[src/rtl/mem_arbiter_if.sv]
// mem_arbiter_if: bus bundle between the NTT cores, the arbiter and the
// downstream memory.
//   core_req/core_we/core_addr/core_wdata : per-core request, packed 64 bits per core
//   core_gnt/core_valid/core_rdata        : per-core grant / read-valid pulses, shared read data
//   m_req/m_we/m_addr/m_wdata             : single downstream request
//   m_ready/m_rvalid/m_rdata              : downstream accept and read return
//   busy/rd_err                           : arbiter status
// The arbiter uses the slave modport; cores plus memory (or a bench) use master.
interface mem_arbiter_if #(
  parameter int NUM_CORES = 4
) ();
  logic [NUM_CORES-1:0]    core_req;
  logic [NUM_CORES-1:0]    core_we;
  logic [64*NUM_CORES-1:0] core_addr;
  logic [64*NUM_CORES-1:0] core_wdata;
  logic [NUM_CORES-1:0]    core_gnt;
  logic [NUM_CORES-1:0]    core_valid;
  logic [63:0]             core_rdata;
  logic                    m_req;
  logic                    m_we;
  logic [63:0]             m_addr;
  logic [63:0]             m_wdata;
  logic                    m_ready;
  logic                    m_rvalid;
  logic [63:0]             m_rdata;
  logic                    busy;
  logic                    rd_err;

  modport slave (
    input  core_req, core_we, core_addr, core_wdata,
    output core_gnt, core_valid, core_rdata,
    output m_req, m_we, m_addr, m_wdata,
    input  m_ready, m_rvalid, m_rdata,
    output busy, rd_err
  );

  modport master (
    output core_req, core_we, core_addr, core_wdata,
    input  core_gnt, core_valid, core_rdata,
    input  m_req, m_we, m_addr, m_wdata,
    output m_ready, m_rvalid, m_rdata,
    input  busy, rd_err
  );
endinterface

[src/rtl/mem_arbiter.sv]
// mem_arbiter: round-robin arbiter giving NUM_CORES NTT cores access to one
// memory port, one transaction outstanding at a time.
//   clk    : single clock, all state changes on its rising edge
//   rst    : asynchronous, active-low reset
//   bus    : mem_arbiter_if slave modport (core side, memory side, status)
// Flow: IDLE picks a winner and latches its request, ISSUE holds m_req until
// m_ready, GNT pulses core_gnt, RD_WAIT waits for m_rvalid or times out.
module mem_arbiter #(
  parameter int NUM_CORES  = 4,
  parameter int RD_TIMEOUT = 64
) (
  input logic          clk,
  input logic          rst,
  mem_arbiter_if.slave bus
);
  localparam int PTR_W = $clog2(NUM_CORES);
  localparam int CNT_W = $clog2(RD_TIMEOUT + 1);

  typedef enum logic [1:0] {
    IDLE    = 2'd0,
    ISSUE   = 2'd1,
    GNT     = 2'd2,
    RD_WAIT = 2'd3
  } state_t;

  state_t               state_q, state_d;
  logic [PTR_W-1:0]     rr_ptr_q, rr_ptr_d;
  logic [PTR_W-1:0]     id_q, id_d;
  logic                 we_q, we_d;
  logic [63:0]          addr_q, addr_d;
  logic [63:0]          wdata_q, wdata_d;
  logic                 m_req_q, m_req_d;
  logic [NUM_CORES-1:0] gnt_q, gnt_d;
  logic [NUM_CORES-1:0] valid_q, valid_d;
  logic [63:0]          rdata_q, rdata_d;
  logic                 err_q, err_d;
  logic [CNT_W-1:0]     cnt_q, cnt_d;

  logic                 found;
  logic [PTR_W-1:0]     winner;
  logic [PTR_W-1:0]     cand;

  // Round-robin search: first requesting core starting at rr_ptr, wrapping.
  always_comb begin
    found  = 1'b0;
    winner = rr_ptr_q;
    cand   = rr_ptr_q;
    for (int i = 0; i < NUM_CORES; i++) begin
      cand = PTR_W'((int'(rr_ptr_q) + i) % NUM_CORES);
      if (!found && bus.core_req[cand]) begin
        found  = 1'b1;
        winner = cand;
      end
    end
  end

  // Next-state and registered-output logic.
  always_comb begin
    state_d  = state_q;
    rr_ptr_d = rr_ptr_q;
    id_d     = id_q;
    we_d     = we_q;
    addr_d   = addr_q;
    wdata_d  = wdata_q;
    m_req_d  = m_req_q;
    gnt_d    = '0;
    valid_d  = '0;
    rdata_d  = rdata_q;
    err_d    = err_q;
    cnt_d    = cnt_q;
    case (state_q)
      IDLE: begin
        if (found) begin
          id_d     = winner;
          we_d     = bus.core_we[winner];
          addr_d   = bus.core_addr[int'(winner)*64 +: 64];
          wdata_d  = bus.core_wdata[int'(winner)*64 +: 64];
          rr_ptr_d = (int'(winner) == NUM_CORES - 1) ? '0 : winner + PTR_W'(1);
          m_req_d  = 1'b1;
          state_d  = ISSUE;
        end
      end
      ISSUE: begin
        // The latched request is issued even if the core drops core_req now.
        if (bus.m_ready) begin
          m_req_d     = 1'b0;
          gnt_d[id_q] = 1'b1;
          state_d     = GNT;
        end
      end
      GNT: begin
        if (we_q) begin
          state_d = IDLE;
        end else begin
          cnt_d   = '0;
          state_d = RD_WAIT;
        end
      end
      RD_WAIT: begin
        // cnt_q counts RD_WAIT cycles already spent without read data; the
        // timeout fires on the cycle that would bring it to RD_TIMEOUT.
        if (bus.m_rvalid) begin
          valid_d[id_q] = 1'b1;
          rdata_d       = bus.m_rdata;
          state_d       = IDLE;
        end else if (cnt_q == CNT_W'(RD_TIMEOUT - 1)) begin
          valid_d[id_q] = 1'b1;
          rdata_d       = '0;
          err_d         = 1'b1;
          state_d       = IDLE;
        end else begin
          cnt_d = cnt_q + CNT_W'(1);
        end
      end
      default: state_d = IDLE;
    endcase
  end

  // State and output registers; reset discards any in-flight transaction.
  always_ff @(posedge clk or negedge rst) begin
    if (!rst) begin
      state_q  <= IDLE;
      rr_ptr_q <= '0;
      id_q     <= '0;
      we_q     <= 1'b0;
      addr_q   <= '0;
      wdata_q  <= '0;
      m_req_q  <= 1'b0;
      gnt_q    <= '0;
      valid_q  <= '0;
      rdata_q  <= '0;
      err_q    <= 1'b0;
      cnt_q    <= '0;
    end else begin
      state_q  <= state_d;
      rr_ptr_q <= rr_ptr_d;
      id_q     <= id_d;
      we_q     <= we_d;
      addr_q   <= addr_d;
      wdata_q  <= wdata_d;
      m_req_q  <= m_req_d;
      gnt_q    <= gnt_d;
      valid_q  <= valid_d;
      rdata_q  <= rdata_d;
      err_q    <= err_d;
      cnt_q    <= cnt_d;
    end
  end

  assign bus.m_req      = m_req_q;
  assign bus.m_we       = we_q;
  assign bus.m_addr     = addr_q;
  assign bus.m_wdata    = wdata_q;
  assign bus.core_gnt   = gnt_q;
  assign bus.core_valid = valid_q;
  assign bus.core_rdata = rdata_q;
  assign bus.busy       = (state_q != IDLE);
  assign bus.rd_err     = err_q;
endmodule

[src/flat_wrapper.sv]
// flat-port wrapper written by rule: the top's interface ports become plain ports
module mem_arbiter_flat 
#(
  parameter int NUM_CORES  = 4,
  parameter int RD_TIMEOUT = 64
)
  (clk, rst, bus_core_req, bus_core_we, bus_core_addr, bus_core_wdata, bus_core_gnt, bus_core_valid, bus_core_rdata, bus_m_req, bus_m_we, bus_m_addr, bus_m_wdata, bus_m_ready, bus_m_rvalid, bus_m_rdata, bus_busy, bus_rd_err);
  mem_arbiter_if #(.NUM_CORES(NUM_CORES)) bus_i ();
  input logic clk;
  input logic rst;
  input wire logic [$bits(bus_i.core_req)-1:0] bus_core_req;
  input wire logic [$bits(bus_i.core_we)-1:0] bus_core_we;
  input wire logic [$bits(bus_i.core_addr)-1:0] bus_core_addr;
  input wire logic [$bits(bus_i.core_wdata)-1:0] bus_core_wdata;
  output wire logic [$bits(bus_i.core_gnt)-1:0] bus_core_gnt;
  output wire logic [$bits(bus_i.core_valid)-1:0] bus_core_valid;
  output wire logic [$bits(bus_i.core_rdata)-1:0] bus_core_rdata;
  output wire logic [$bits(bus_i.m_req)-1:0] bus_m_req;
  output wire logic [$bits(bus_i.m_we)-1:0] bus_m_we;
  output wire logic [$bits(bus_i.m_addr)-1:0] bus_m_addr;
  output wire logic [$bits(bus_i.m_wdata)-1:0] bus_m_wdata;
  input wire logic [$bits(bus_i.m_ready)-1:0] bus_m_ready;
  input wire logic [$bits(bus_i.m_rvalid)-1:0] bus_m_rvalid;
  input wire logic [$bits(bus_i.m_rdata)-1:0] bus_m_rdata;
  output wire logic [$bits(bus_i.busy)-1:0] bus_busy;
  output wire logic [$bits(bus_i.rd_err)-1:0] bus_rd_err;
  assign bus_i.core_req = bus_core_req;
  assign bus_i.core_we = bus_core_we;
  assign bus_i.core_addr = bus_core_addr;
  assign bus_i.core_wdata = bus_core_wdata;
  assign bus_core_gnt = bus_i.core_gnt;
  assign bus_core_valid = bus_i.core_valid;
  assign bus_core_rdata = bus_i.core_rdata;
  assign bus_m_req = bus_i.m_req;
  assign bus_m_we = bus_i.m_we;
  assign bus_m_addr = bus_i.m_addr;
  assign bus_m_wdata = bus_i.m_wdata;
  assign bus_i.m_ready = bus_m_ready;
  assign bus_i.m_rvalid = bus_m_rvalid;
  assign bus_i.m_rdata = bus_m_rdata;
  assign bus_busy = bus_i.busy;
  assign bus_rd_err = bus_i.rd_err;
  mem_arbiter #(.NUM_CORES(NUM_CORES), .RD_TIMEOUT(RD_TIMEOUT)) u_core (.clk(clk), .rst(rst), .bus(bus_i));
endmodule
[config.mk]
export PLATFORM = sky130hd
export DESIGN_NAME = mem_arbiter_flat
export DESIGN_NICKNAME = d
export VERILOG_FILES = /design/src/rtl/mem_arbiter_if.sv /design/src/rtl/mem_arbiter.sv /design/src/flat_wrapper.sv
export SDC_FILE = /design/constraint.sdc
export NUM_CORES = 1
export LEC_CHECK = 0
export CAP_MARGIN = 10
export CORE_AREA = 2 2 308 310
export CTS_CLUSTER_DIAMETER = 60
export DETAILED_ROUTE_END_ITERATION = 10
export DIE_AREA = 0 0 310 312
export GPL_TIMING_DRIVEN = 0
export PLACE_DENSITY = 0.37
export SYNTH_ARGS = -nofsm -noshare
export SYNTH_HDL_FRONTEND = slang
export SYNTH_SLANG_ARGS = --single-unit
[constraint.sdc]
create_clock -name clk -period 4.1 [get_ports clk]
set_input_delay 0.41 -clock clk [delete_from_list [all_inputs] [get_ports clk]]
set_output_delay 0.41 -clock clk [all_outputs]
set_load 0.1 [all_outputs]
==> results.toml, run 1 <==
[run_status]
outcome = "complete, no violations"

[setup_path]
path_common_cell = "a211oi_1"
r2r_cells = 7
critPathLaunchType = "input port"
crit_type = "in -> reg"
reg2reg_to = "u_core.bus.m_wdata[61]"
path_cells = "clkdlybuf4s50_1 > nor2b_1 > o21bai_1 > clkbuf_2 > clkbuf_1 > a31oi_1 > a211oi_1 > a211oi_1"
r2r-start = "u_core.rr_ptr_q[0]"
rrSetupSlack_ns = 1.00
critPathCapture = "u_core.bus.m_wdata[61]"
worstPathArrival_ns = 3.53
worstSetupPathDepth = 8
worst-path-max-fanout = 10
worst-path-buf-inv = 3
cp_top_family = "buffers and inverters"
required_ns = 4.48
cp-startpoint = "bus_core_req[0]"
slowest_delay_ns = 0.68
cp-end-kind = "register"
slowest_stage = "clkbuf_2"

[sta]
slew_headroom = 0.153
setup_violations = 0
fin_crit_ns = 3.14
hold_viol = 0
post-route-period-util = 0.767
worst_pin_slew_ns = 1.27
timing.fmax_mhz = 318
slew_viol_final = 0
finalClockSkew_ns = 0.0171
rsz0062_at_grt = "no"

[synth]
yosysUniqueCellTypes = 41
ys_warn_count = 0
synth-seq-cells = 216
synthTopCellsByArea = "dfrtp_1 41%, a211oi_2 19%, mux2i_1 9.8%, a31oi_1 6.2%, a22o_1 4.5%"
yosysMostFrequentCell = "dfrtp_1"
syn_area_per_cell_um2 = 10.3
yosysTopAreaCell = "dfrtp_1"
synth.cell_area_mm2 = 0.0131
synth_ff_type = "dfrtp_1"
yosysTopAreaCellShare = 0.412
yosys-top-cells-count = "216 x dfrtp_1, 197 x a211oi_2, 145 x nor2_1"
syn_nets = 1863
syn-instance-count = 1274
synth-edff-count = 0
yosysSeqAreaShare = 0.412
synthArstFlopShare = 1.00

[clock_network]
cts.sinks = 216
cts_tree = "done"
htreeDepth = 2
cts_root_buffer = "clkbuf_16"
cts.reportedPaths.clkPinSlew_ns = 0.05
cts_buffers = 43
ctsResizeCount = 0
postCtsSetupBuffers = 0
hold_buffers = 1
clock_latency_ns = 0.56
clk_path_buf_depth = 3

[die]
dieArea_mm2 = 0.0967
start_util = 0.141
die_w_um = 310
rows = 112
die_h_um = 312
io_pins = 792
core_area_mm2 = 0.0930

[grt]
grt_use_total = 0.165
overflow = 0
grt_max_degree = 91
use_met1 = 0.179
gr-usage-met2 = 0.304
grt_use_met3 = 0.0490
antenna_found_initial = 9
grt_pass1_wl_um = 114000
top_usage_layer = "met2"
grt_pass1_vias = 15200

[placed_design]
dpl.hpwl_um = 66800
gp_congestion = 0.778
place_area_mm2 = 0.0227
place_inst = 3321
io_buffers = 791

[worst_hold_path]
hold_class = "in -> async"

[pwr]
power.total_mw = 22.8
p_per_area_mw_per_mm2 = 945
p_leak_nw = 9.51
ir_drop_uv = 379

[layout]
nets = 2702
stdcell_count = 3403
stdcell_area_mm2 = 0.0242
num-fill-cells = 10054
syn2layout_area_growth_pct = 84.1
layout-drive-gt1-share = 0.159

[flow_run]
maxCapViolCount = 0

[detailed_routing]
ant_nets = 0
drtIter0Drc = 634
dr.pass1.iters = 7
wl_per_cell_um = 24.4
vias = 13966
drcViolationCount = 0
routed_via_density = 4.10
routed_wl_um = 83100
metrics by stage:
stage / setup TNS, ns / hold slack [ns] / worst slack (ns) / util
floorplan: 0 / 0.114 / 2.15 / -
global placement: -1828.39 / 0.472 / -8.52 / 0.243
detailed placement: 0 / 0.331 / 0.313 / 0.244
CTS: 0 / 0.315 / 0.891 / 0.260
global route: 0 / 0.352 / 0.753 / 0.260
finish: 0 / 0.342 / 0.956 / 0.260
worst min-delay path by stage:
stage | endpoint | slack [ns] | cells past startpoint
finish | u_core.bus.core_rdata[53] | 0.34 | 2
global route | u_core.bus.core_rdata[53] | 0.35 | 2
CTS | u_core.bus.core_rdata[34] | 0.32 | 2
detailed placement | u_core.bus.core_rdata[45] | 0.33 | 1
global placement | u_core.bus.m_req | 0.47 | 2
floorplan | u_core.bus.core_gnt[0] | 0.11 | 0
final cells by class:
| class | count | area, um2 | share of cell area |
|---|---|---|---|
| Buffer | 131 | 654 | 0.0271 |
| Tap cell | 1254 | 1570 | 0.0650 |
| Timing Repair Buffer | 794 | 7990 | 0.331 |
| Clock inverter | 28 | 313 | 0.0129 |
| Multi-Input combinational cell | 794 | 6570 | 0.272 |
| Inverter | 133 | 499 | 0.0207 |
| Clock buffer | 50 | 1150 | 0.0478 |
| Antenna cell | 3 | 7.51 | 0.000311 |
| Sequential cell | 216 | 5410 | 0.224 |
power breakdown:
group / internal [mW] / total [mW] / switching [mW]
Combinational: 4.02 / 15.3 / 11.3
Clock: 2.34 / 3.69 / 1.36
Sequential: 3.16 / 3.78 / 0.625
Total: 9.51 / 22.8 / 13.3
placed cells by master, fill, tap and decap left out, types with 10 or more instances in the layout:
cell type,count
nor2_1,145
a211oi_1,60
buf_6,12
clkbuf_1,69
buf_2,40
a211oi_2,197
clkbuf_16,44
a22o_1,67
nand2_1,14
a31oi_1,129
dfrtp_1,216
mux2i_1,129
clkdlybuf4s50_1,790
clkinv_2,10
inv_1,133
registers in the layout (all words and copies together), names as in the netlist:
name	flops
u_core.state_q	2
u_core.bus.core_gnt	4
u_core.bus.m_we	1
u_core.bus.m_wdata	64
u_core.bus.m_addr	64
u_core.bus.core_rdata	64
u_core.rr_ptr_q	2
u_core.bus.core_valid	4
u_core.bus.m_req	1
u_core.cnt_q	7
u_core.bus.rd_err	1
u_core.id_q	2
cells by family after synthesis:
group,after synthesis,synth area share
AOI/OAI and AO/OA,474,0.340
xor gates and xnor gates,5,0.00334
adders and majority gates,1,0.000953
buffers and inverters,264,0.0876
DFF,216,0.412
muxes,130,0.0993
and+or+nand+nor,184,0.0571
layer usage:
metal,routed length (um),part of all wire
met5,83,0.0010
met4,2340,0.028
met3,6910,0.083
met2,43200,0.52
met1,30600,0.37
(Power assumes the default switching activity.)
==> inputs of run 2 (changes only) <==
- CORE_AREA: 2 2 308 310 -> 2 2 305 307
- DIE_AREA: 0 0 310 312 -> 0 0 307 309
- PLACE_DENSITY: 0.37 -> 0.39
- clock period: 4.1 -> 2.83 ns (I/O delays scaled with it)
==> run 2 against run 1 <==
Critical path depth shrank 1. Sequential power increased by 46%. Count of clock-buffer cells in the layout is 3 lower. Clock skew fell by 0.0033 ns. Utilization grew 0.34 points. Sequential share of layout area is 0.12 points higher. Register-to-register slack got worse by 0.87 ns. Largest power group unchanged. Via count shrank 0.78%. First-iteration DRC count down 22%.
==> results.toml, run 2 (same netlist as run 1, synthesis figures left out) <==
[detailed_routing]
drcViolationCount = 0
ant_nets = 0
wl_per_cell_um = 24.9
dr.pass1.iters = 6
routed_wl_um = 82800
drtIter0Drc = 494
routed_via_density = 4.17
vias = 13857

[setup_path]
cp-end-kind = "register"
rrSetupSlack_ns = 0.13
r2r-start = "u_core.rr_ptr_q[0]"
worst-path-max-fanout = 10
worstPathArrival_ns = 3.11
required_ns = 3.24
reg2reg_to = "u_core.bus.m_wdata[54]"
r2r_cells = 7
critPathLaunchType = "register"
crit_type = "reg -> reg"

[clock_network]
clk_path_buf_depth = 3
cts_tree = "done"
cts.sinks = 216
cts.reportedPaths.clkPinSlew_ns = 0.06
clock_latency_ns = 0.55
htreeDepth = 2
cts_root_buffer = "clkbuf_16"
cts_buffers = 39

[placed_design]
dp_slack_ns = -0.909
dpl.hpwl_um = 66600
io_buffers = 791
gp_congestion = 0.826
place_area_mm2 = 0.0226

[grt]
antenna_found_initial = 13
overflow = 0
grt_pass1_wl_um = 114000
grt_use_total = 0.168
grt_max_degree = 92
grt_pass1_vias = 15147

[sta]
rsz0062_at_grt = "no"
setup_ws_ns = 0.127
hold_ws_ns = 0.225
setup_violations = 0
slew_headroom = 0.157
post-route-period-util = 0.955
timing.fmax_mhz = 370
slew_viol_final = 0
worst_pin_slew_ns = 1.26
fin_crit_ns = 2.70
finalClockSkew_ns = 0.0138
hold_viol = 0

[layout]
stdcell_area_mm2 = 0.0240
layout-drive-gt1-share = 0.160
final_cell_mix = "790 x clkdlybuf4s50_1, 216 x dfrtp_1, 199 x a211oi_2"
nets = 2698
layout_commonest_cell = "clkdlybuf4s50_1"
syn2layout_area_growth_pct = 83.2

[die]
die_h_um = 309
dieArea_mm2 = 0.0949
core_area_mm2 = 0.0914
start_util = 0.144
io_pins = 792
rows = 111
die_w_um = 307

[flow_run]
maxCapViolCount = 0

[worst_hold_path]
hold_class = "in -> async"

[run_status]
outcome = "complete, no violations"

[pwr]
p_leak_nw = 9.48
power.total_mw = 32.9
p_per_area_mw_per_mm2 = 1370
ir_drop_uv = 410
[run 2: changes by cell type in the layout (fill, tap and decap cells not counted), sizes merged]
cell / before / now
bufinv: 5 / 4
clkbuf: 120 / 117
clkinv: 13 / 10
clkinvlp: 7 / 5
diode: 3 / 1
inv: 136 / 139
[run 2: critical path, stage by stage (launching register included)]
cell and delay (ns):
dfrtp_1 0.40, nor2b_1 0.09, o21ai_2 0.34, clkbuf_8 0.35, clkbuf_1 0.47, a31oi_1 0.33
a211oi_1 0.44, a211oi_1 0.10
[run 2: layout make-up]
type	instances	area, um2
antenna	1	2.50
buffer	129	671
clock buffer	47	1070
clock inverter	25	283
fill	9768	67400
inverter	133	499
multi-input combinational	794	6590
sequential	216	5410
tap	1186	1480
timing repair buffer	796	8030
[run 2: repair_timing]
action,in CTS,in global routing
pin swaps,0,0
gates resized for setup,12,2
endpoints found under the hold margin,48,0
endpoints found under the setup margin,115,37
buffers inserted,0,0
hold buffers,1,0
cloned,0,0
[run 2: routing by layer]
metal / track usage / share of wire / wire length (um) / up-vias
met5: 0 / 0.0012 / 98 / -
met1: 0.184 / 0.38 / 31400 / 6751
met4: 0.0455 / 0.024 / 2000 / 12
li1: - / - / - / 6416
met3: 0.0499 / 0.075 / 6220 / 101
met2: 0.312 / 0.52 / 43100 / 577
[run 2: through the flow]
stage,instances,setup TNS (ns),util
3_5_place_dp,3255,-70.84,0.248
5_1_grt,3327,0,0.263
2_1_floorplan,1274,0,-
6_report,3327,0,0.263
4_1_cts,3328,0,0.263
3_3_place_gp,3251,-2147.79,0.246
[run 2: power by group]
part	total [mW]	internal (mW)	switching, mW
Sequential	5.51	4.57	0.936
Clock	5.01	3.09	1.92
Combinational	22.4	5.90	16.5
Total	32.9	13.6	19.3
[run 2: how the worst max path moves through the flow]
| stage | startpoint | end | cells past startpoint |
|---|---|---|---|
| after floorplan | u_core.cnt_q[0] | u_core.bus.core_rdata[47] | 7 |
| after global placement | rst | u_core.bus.m_wdata[13] | 1 |
| after detailed placement | bus_core_req[0] | u_core.bus.m_wdata[61] | 8 |
| after CTS | u_core.rr_ptr_q[0] | u_core.bus.m_wdata[54] | 7 |
| after global routing | u_core.cnt_q[0] | u_core.bus.core_rdata[36] | 6 |
| final | u_core.rr_ptr_q[0] | u_core.bus.m_wdata[54] | 7 |
==> inputs of run 3 (changes only) <==
- SLEW_MARGIN: default -> 20
==> run 3 against run 2 <==
Global-route usage decreased by 0.11 points. Sequential power hardly changed. Routed wire length down 0.32%. Count of clock-buffer cells in the layout rose by 3. Clock power up 18%. Utilization is 0.22 points higher. Setup slack got worse by 0.031 ns. Largest cell class unchanged. Highest routed layer unchanged. Non-clock buffer count unchanged. Cell area increased by 0.83%. Total power grew 2.3%. Critical endpoint is now u_core.bus.m_wdata[55]. Flip-flop and latch count unchanged. Via count is essentially flat.
==> results.toml, run 3 (same netlist as run 1, synthesis figures left out) <==
[run_status]
outcome = "complete, no violations"

[sta]
timing.fmax_mhz = 366
slew_headroom = 0.217
post-route-period-util = 0.966
fin_crit_ns = 2.73
slew_viol_final = 0
setup_violations = 0
worst_pin_slew_ns = 1.17
hold_viol = 0
finalClockSkew_ns = 0.0257
rsz0062_at_grt = "no"

[die]
core_area_mm2 = 0.0914
dieArea_mm2 = 0.0949
io_pins = 792
start_util = 0.144
rows = 111
die_h_um = 309
die_w_um = 307

[placed_design]
dpl.hpwl_um = 66600
place_area_mm2 = 0.0225
gp_congestion = 0.826
io_buffers = 791

[flow_run]
maxCapViolCount = 0

[detailed_routing]
drcViolationCount = 0
vias = 13870
drtIter0Drc = 616
dr.pass1.iters = 5
routed_wl_um = 82500
wl_per_cell_um = 24.7
routed_via_density = 4.16
ant_nets = 0

[clock_network]
clock_latency_ns = 0.58
postCtsSetupBuffers = 0
cts_root_buffer = "clkbuf_16"
htreeDepth = 2
cts_buffers = 43
clk_path_buf_depth = 3
cts_tree = "done"
cts.sinks = 216
cts.reportedPaths.clkPinSlew_ns = 0.05

[layout]
nets = 2702
layout_commonest_cell = "clkdlybuf4s50_1"
stdcell_area_mm2 = 0.0242
syn2layout_area_growth_pct = 84.7
post-route-util = 0.265
final_cell_mix = "781 x clkdlybuf4s50_1, 216 x dfrtp_1, 198 x a211oi_2"
layout-drive-gt1-share = 0.166

[worst_hold_path]
min_to = "u_core.bus.core_rdata[8]"
holdCritStartpoint = "bus_m_rdata[8]"
hold_depth = 2
hold_class = "in -> reg"

[setup_path]
r2r-start = "u_core.rr_ptr_q[0]"
worstPathArrival_ns = 3.13
reg2reg_to = "u_core.bus.m_wdata[55]"
worst-path-max-fanout = 10
cp-end-kind = "register"
critPathLaunchType = "register"
required_ns = 3.23
r2r_cells = 7
rrSetupSlack_ns = 0.1
crit_type = "reg -> reg"

[grt]
overflow = 0
antenna_found_initial = 11
grt_pass1_vias = 15035
grt_max_degree = 78
grt_use_met3 = 0.0495
gr-usage-met2 = 0.307
top_usage_layer = "met2"
use_met1 = 0.183
grt_pass1_wl_um = 113000
grt_use_total = 0.167

[pwr]
ir_drop_uv = 567
p_per_area_mw_per_mm2 = 1390
p_leak_nw = 9.59
run 3: cell count changes in the layout (fill, tap and decap cells not counted), moves of 2 or more:
| cell | delta |
|---|---|
| buf_2 | +10 |
| clkbuf_1 | +2 |
| clkinv_2 | -3 |
| buf_12 | -2 |
| bufinv_16 | +6 |
| clkdlybuf4s50_1 | -9 |
| clkbuf_16 | +3 |
run 3: where the power goes:
part	leakage (nW)	total, mW	switching [mW]	internal (mW)
registers	2.52	5.51	0.937	4.57
clock network	0.779	5.89	2.03	3.85
logic	6.28	22.3	16.5	5.79
run 3: area by class of cell:
cell class,instances,area (um2)
multi-input cells,794,6590
clock inverters,30,484
plain buffers,131,682
repair buffers,794,7940
clock buffers,50,1140
inverters,133,499
well taps,1186,1480
flip-flops and latches,216,5410
fillers,9726,67200
diodes,2,5.00
run 3: per-layer routing:
layer | share of wire | up-vias
li1 | - | 6417
met1 | 0.38 | 6763
met2 | 0.52 | 569
met3 | 0.074 | 109
met4 | 0.030 | 12
met5 | 0.00095 | -
run 3: what timing repair did:
| action | CTS | global route |
|---|---|---|
| cloned | 0 | 0 |
| setup endpoints to repair | 107 | 21 |
| hold buffers | 1 | 0 |
| hold endpoints to repair | 75 | 0 |
| gates resized for setup | 9 | 4 |
run 3: worst max path at each step:
stage / depth (start not counted) / endpoint / start
finish: 7 / u_core.bus.m_wdata[55] / u_core.rr_ptr_q[0]
global route: 8 / u_core.bus.m_wdata[55] / u_core.rr_ptr_q[0]
CTS: 8 / u_core.bus.m_wdata[9] / u_core.rr_ptr_q[0]
detailed placement: 8 / u_core.bus.m_wdata[61] / bus_core_req[0]
global placement: 1 / u_core.bus.m_wdata[13] / rst
floorplan: 7 / u_core.bus.core_rdata[47] / u_core.cnt_q[0]
run 3: metrics by stage:
step                      worst slack (ns)  hold slack [ns]  power [mW]  std cells  setup TNS, ns
final                               0.0963            0.310        33.7       3336              0
after global routing               0.00890            0.296        35.1       3334              0
after CTS                          0.00297            0.263        34.2       3334              0
after detailed placement            -0.866            0.336        28.1       3253         -63.59
after global placement               -9.52            0.466        28.0       3251       -2147.79
after floorplan                      0.945          -0.0126        20.9       1274              0
run 3: worst max-delay path, cell delays in order, from the launching register on:
cell and delay (ns):
dfrtp_1 0.41, nor2b_1 0.09, o21ai_2 0.35, clkbuf_8 0.33, clkbuf_1 0.45, a31oi_1 0.17
a211oi_1 0.61, a211oi_1 0.12
